<file path="src/rtl/mem_port_arbiter.sv">
// Two-port memory arbiter: serialises instruction-fetch and data requests onto
// one downstream port and returns read data plus a one-cycle resp to the owner.
module mem_port_arbiter #(
  parameter int ADDR_W = 32,
  parameter int DATA_W = 32,
  parameter bit RR_EN  = 1'b1
) (
  input  logic                  clk,
  input  logic                  rst,

  input  logic [ADDR_W-1:0]     imem_address,
  input  logic                  imem_read,
  output logic [DATA_W-1:0]     imem_rdata,
  output logic                  imem_resp,

  input  logic [ADDR_W-1:0]     dmem_address,
  input  logic                  dmem_read,
  input  logic                  dmem_write,
  input  logic [DATA_W/8-1:0]   dmem_wmask,
  input  logic [DATA_W-1:0]     dmem_wdata,
  output logic [DATA_W-1:0]     dmem_rdata,
  output logic                  dmem_resp,

  output logic [ADDR_W-1:0]     mem_address,
  output logic                  mem_read,
  output logic                  mem_write,
  output logic [DATA_W/8-1:0]   mem_wmask,
  output logic [DATA_W-1:0]     mem_wdata,
  input  logic [DATA_W-1:0]     mem_rdata,
  input  logic                  mem_resp
);

  typedef enum logic [2:0] {
    IDLE,
    GRANT_I,
    GRANT_D,
    RESP_I,
    RESP_D
  } state_t;

  state_t state;
  logic   last_d;   // 1 when the most recent completed grant went to dmem
  logic   d_write;  // captured store/load kind of the active dmem grant
  logic   i_pend;
  logic   d_pend;
  logic   pick_d;

  // NOTE: always_comb assigns every output first, so no path can leave one unassigned (no latch).
  always_comb begin
    i_pend = imem_read;
    d_pend = dmem_read | dmem_write;
    pick_d = d_pend;
    if (RR_EN && i_pend && d_pend) pick_d = !last_d;
  end

  // The downstream address/mask/data registers double as the capture registers,
  // so requester inputs changing mid-grant cannot leak through.
  // NOTE: state is updated with non-blocking assignments so every register sees pre-edge values.
  always_ff @(posedge clk or negedge rst) begin
    if (!rst) begin
      state       <= IDLE;
      last_d      <= 1'b0;
      d_write     <= 1'b0;
      mem_address <= '0;
      mem_read    <= 1'b0;
      mem_write   <= 1'b0;
      mem_wmask   <= '0;
      mem_wdata   <= '0;
      imem_rdata  <= '0;
      imem_resp   <= 1'b0;
      dmem_rdata  <= '0;
      dmem_resp   <= 1'b0;
    end else begin
      imem_resp <= 1'b0;
      dmem_resp <= 1'b0;
      case (state)
        IDLE: begin
          if (pick_d) begin
            state       <= GRANT_D;
            d_write     <= dmem_write;
            mem_address <= dmem_address;
            mem_wdata   <= dmem_wdata;
            mem_wmask   <= dmem_write ? dmem_wmask : '0;
            // A simultaneous read+write is treated as a store; the read is dropped.
            mem_write   <= dmem_write;
            mem_read    <= !dmem_write;
          end else if (i_pend) begin
            state       <= GRANT_I;
            mem_address <= imem_address;
            mem_wdata   <= '0;
            mem_wmask   <= '0;
            mem_read    <= 1'b1;
            mem_write   <= 1'b0;
          end
        end
        GRANT_I: begin
          if (mem_resp) begin
            state      <= RESP_I;
            mem_read   <= 1'b0;
            imem_rdata <= mem_rdata;
            imem_resp  <= 1'b1;
          end
        end
        GRANT_D: begin
          if (mem_resp) begin
            state      <= RESP_D;
            mem_read   <= 1'b0;
            mem_write  <= 1'b0;
            dmem_rdata <= d_write ? '0 : mem_rdata;
            dmem_resp  <= 1'b1;
          end
        end
        RESP_I: begin
          state  <= IDLE;
          last_d <= 1'b0;
        end
        RESP_D: begin
          state  <= IDLE;
          last_d <= 1'b1;
        end
        default: state <= IDLE;
      endcase
    end
  end

endmodule
</file>
<file path="config.mk">
export PLATFORM = sky130hd
export DESIGN_NAME = mem_port_arbiter
export DESIGN_NICKNAME = d
export VERILOG_FILES = /design/src/rtl/mem_port_arbiter.sv
export SDC_FILE = /design/constraint.sdc
export NUM_CORES = 1
export LEC_CHECK = 0
export BUFFER_PORTS_ARGS = -buffer_cell sky130_fd_sc_hd__buf_2
export CAP_MARGIN = 5
export CORE_ASPECT_RATIO = 1.1
export CORE_UTILIZATION = 40
export DETAILED_ROUTE_END_ITERATION = 6
export GPL_ROUTABILITY_DRIVEN = 0
export PLACE_DENSITY = 0.71
export SETUP_SLACK_MARGIN = 0.5
export SYNTH_ARGS = -nofsm -noshare
export SYNTH_HDL_FRONTEND = slang
export SYNTH_SLANG_ARGS = --single-unit
</file>
<file path="constraint.sdc">
create_clock -name clk -period 3.3 [get_ports clk]
set_input_delay 0.66 -clock clk [delete_from_list [all_inputs] [get_ports clk]]
set_output_delay 0.66 -clock clk [all_outputs]
set_load 0.005 [all_outputs]
</file>
==> flow_summary.yaml <==
drt:
  antenna_left: 0
  wl_per_cell_um: 15.9
  viasPerCell: 4.96
  route.detailed.drc: 0
  detail_route.iter0.violations: 245
  wirelength_mm: 15.0
  dr_total_vias: 4680
  dr.pass1.iters: 4
layout:
  diodes: 0
  fillers: 1160
  stdcell_count: 944
  fin_nets: 881
  final_util_pct: 57.4
  areaGrowthSynthToFinish_pct: 39.7
  drive_gt1_share_pct: 46.4
timing:
  period_needed_ps: 2000
  tightest_slew_ps: 1030
  rsz0062_at_grt: "false"
  finalSetupViolations: 0
  slew_headroom_pct: 31.2
  tns_ps: 0
  fin_ws_ps: 1300
  clock_skew_ps: 5.28
  period_share_pct: 60.6
  slew_violations: 0
  hold_viol_final: 0
  max_freq_mhz: 500
floorplanning:
  dieWidth_um: 116
  die_area_um2: 14700
  chipHeight_um: 127
  core_region_area_um2: 13800
  initial_utilization_pct: 41.1
  rows: 45
  pin_count: 274
critical_path:
  required_ps: 3570
  crit_family: "simple AND/OR/NAND/NOR gates"
  start_kind: "flop"
  crit_path_start: "state[1]"
  crit_chain: "nor3_2 -> buf_4 -> and2_4 -> o21ai_0"
  critPathMaxFanout: 38
  critical_path_class: "flop to flop"
  end_kind: "flop"
  cp_num_buf_inv: 1
  r2r_start: "state[1]"
  cpMaxStageDelayCell: "dfrtp_1"
  cp.arrival_ps: 2270
  max_stage_delay_ps: 560
placement:
  place_inst: 912
  io_buffers: 273
  dp_hpwl_mm: 10.9
  pre_cts_ws_ps: 1010
yosys:
  synth_top_area_cell: "dfrtp_1"
  syn_area_um2: 5670
  yosysSeqAreaShare_pct: 62.2
  synth_cell_types: 29
  ys_ff_latch: 141
  ys_warn_count: 0
  synth_top_cell_area_share_pct: 62.2
  syn_nets: 619
  synth_area_leaders: "dfrtp_1, mux2_2, a21oi_1, mux2i_1, a22o_1"
  syn_avg_cell_area_um2: 11.8
  synthCells: 481
hold_path:
  hold_path_class: "input port to asynchronous set/reset pin"
power:
  p_leak_nw: 4.09
  vdd_drop_max_mv: 0.517
  pwr_density_cell_nw_per_um2: 975
run:
  cap_violations: 0
global_route:
  grt_max_degree: 81
  grt.overflow.total: 0
  grt_pass1_vias: 4640
  grt.total_usage_pct: 20.8
  antenna_found_initial: 0
  grt_pass1_wl_mm: 23.2
clocking:
  post_cts_buffers: 0
  cts_root_buffer: "clkbuf_16"
  clock_latency_ps: 410
  ctsResizeCount: 0
  cts_tree: "done"
  cts.sinks: 141
  clock_path_buffers: 2
  ctsHoldBuffers: 0
  cts_made_buffers: 17
  path_clk_slew_ps: 60
  htree_levels: 4
status:
  status: "finished clean"
-- cell families after synthesis --
family | count (synthesis) | share of synthesized area (%)
AOI/OAI and AO/OA | 146 | 15.4
xor gates and xnor gates | 1 | 0.155
buffers and inverters | 47 | 3.95
DFF | 141 | 62.2
muxes | 64 | 12.0
and+or+nand+nor | 82 | 6.27
-- metal layers --
metal  track usage, %  wire, um  up-vias
li1                 -         -     2216
met1             24.6      6050     2234
met2             34.5      7350      209
met3             7.02      1280       21
met4             8.79       303        0
met5                0         0        -
-- synth_stat cells --
| cell | instances |
|---|---|
| a211oi_1 | 1 |
| a21oi_1 | 67 |
| a221o_1 | 1 |
| a22o_1 | 32 |
| a31oi_1 | 1 |
| and2_4 | 1 |
| buf_2 | 17 |
| buf_4 | 1 |
| buf_6 | 3 |
| clkbuf_1 | 17 |
| dfrtp_1 | 141 |
| inv_1 | 9 |
| mux2_2 | 32 |
| mux2i_1 | 32 |
| nand2_1 | 69 |
| nand3_1 | 1 |
| nand4_1 | 4 |
| nand4bb_1 | 1 |
| nor2_1 | 1 |
| nor3_1 | 1 |
| nor3_2 | 1 |
| nor4_2 | 1 |
| nor4b_1 | 1 |
| o21ai_0 | 41 |
| o21ai_1 | 1 |
| o2bb2ai_2 | 1 |
| o31ai_1 | 1 |
| or3_1 | 1 |
| xnor2_1 | 1 |
-- sequential cells by signal, summed over array words and instances, names as in the netlist --
| signal | cells |
|---|---|
| imem_rdata | 32 |
| mem_write | 1 |
| dmem_resp | 1 |
| state | 3 |
| last_d | 1 |
| mem_wmask | 4 |
| imem_resp | 1 |
| d_write | 1 |
| dmem_rdata | 32 |
| mem_read | 1 |
| mem_wdata | 32 |
| mem_address | 32 |
-- worst register-to-register path: stages, from the launching register on --
cell     delay [ps]
dfrtp_1         560
nor3_2          270
buf_4           380
and2_4          490
o21ai_0         170
-- worst paths after layout --
check / endpoint / slack (ps) / cells after the start
worst max-delay path: mem_write / 1300 / 4
worst min-delay path: dmem_rdata[16] / 270 / 1
worst max register to register: mem_write / 1300 / 4
worst min register to register: dmem_rdata[4] / 470 / 2
max in group asynchronous: imem_rdata[27] / 2310 / 2
min in group clk: mem_wdata[0] / 460 / 2
-- layout by cell type (no fill, tap or decap), drive strengths merged --
cell,n
buf,281
nand4,4
and2,1
nand4bb,1
clkinv,4
a221o,1
clkbuf,18
a211oi,1
o2bb2ai,1
a21oi,67
o21ai,42
inv,11
mux2,32
nor3,2
clkinvlp,1
bufinv,7
xnor2,1
o31ai,1
nand2,69
nor4,1
nor2,1
dfrtp,141
a31oi,1
nor4b,1
or3,1
mux2i,32
a22o,32
nand3,1
-- final cells by class --
class,count,area (um^2),share of cell area (%)
Sequential cell,141,3530,44.5
Clock buffer,18,439,5.54
Tap cell,188,235,2.97
Clock inverter,14,263,3.32
Multi-Input combinational cell,293,1970,24.8
Inverter,9,33.8,0.426
Timing Repair Buffer,281,1460,18.4
-- stage by stage --
step           instance area (um^2)  hold slack (ps)  power [mW]
6_report                       7920              266        7.73
3_5_place_dp                   7220              465        5.53
2_1_floorplan                  5670              364        4.31
5_1_grt                        7920              318        8.23
3_3_place_gp                   7220              458        5.40
4_1_cts                        7920              296        7.82
-- where the power goes --
group | switching [mW] | total (mW) | internal [mW]
Clock | 0.734 | 2.25 | 1.52
Sequential | 0.455 | 2.93 | 2.48
Combinational | 1.31 | 2.54 | 1.23
(Power assumes the default switching activity.)
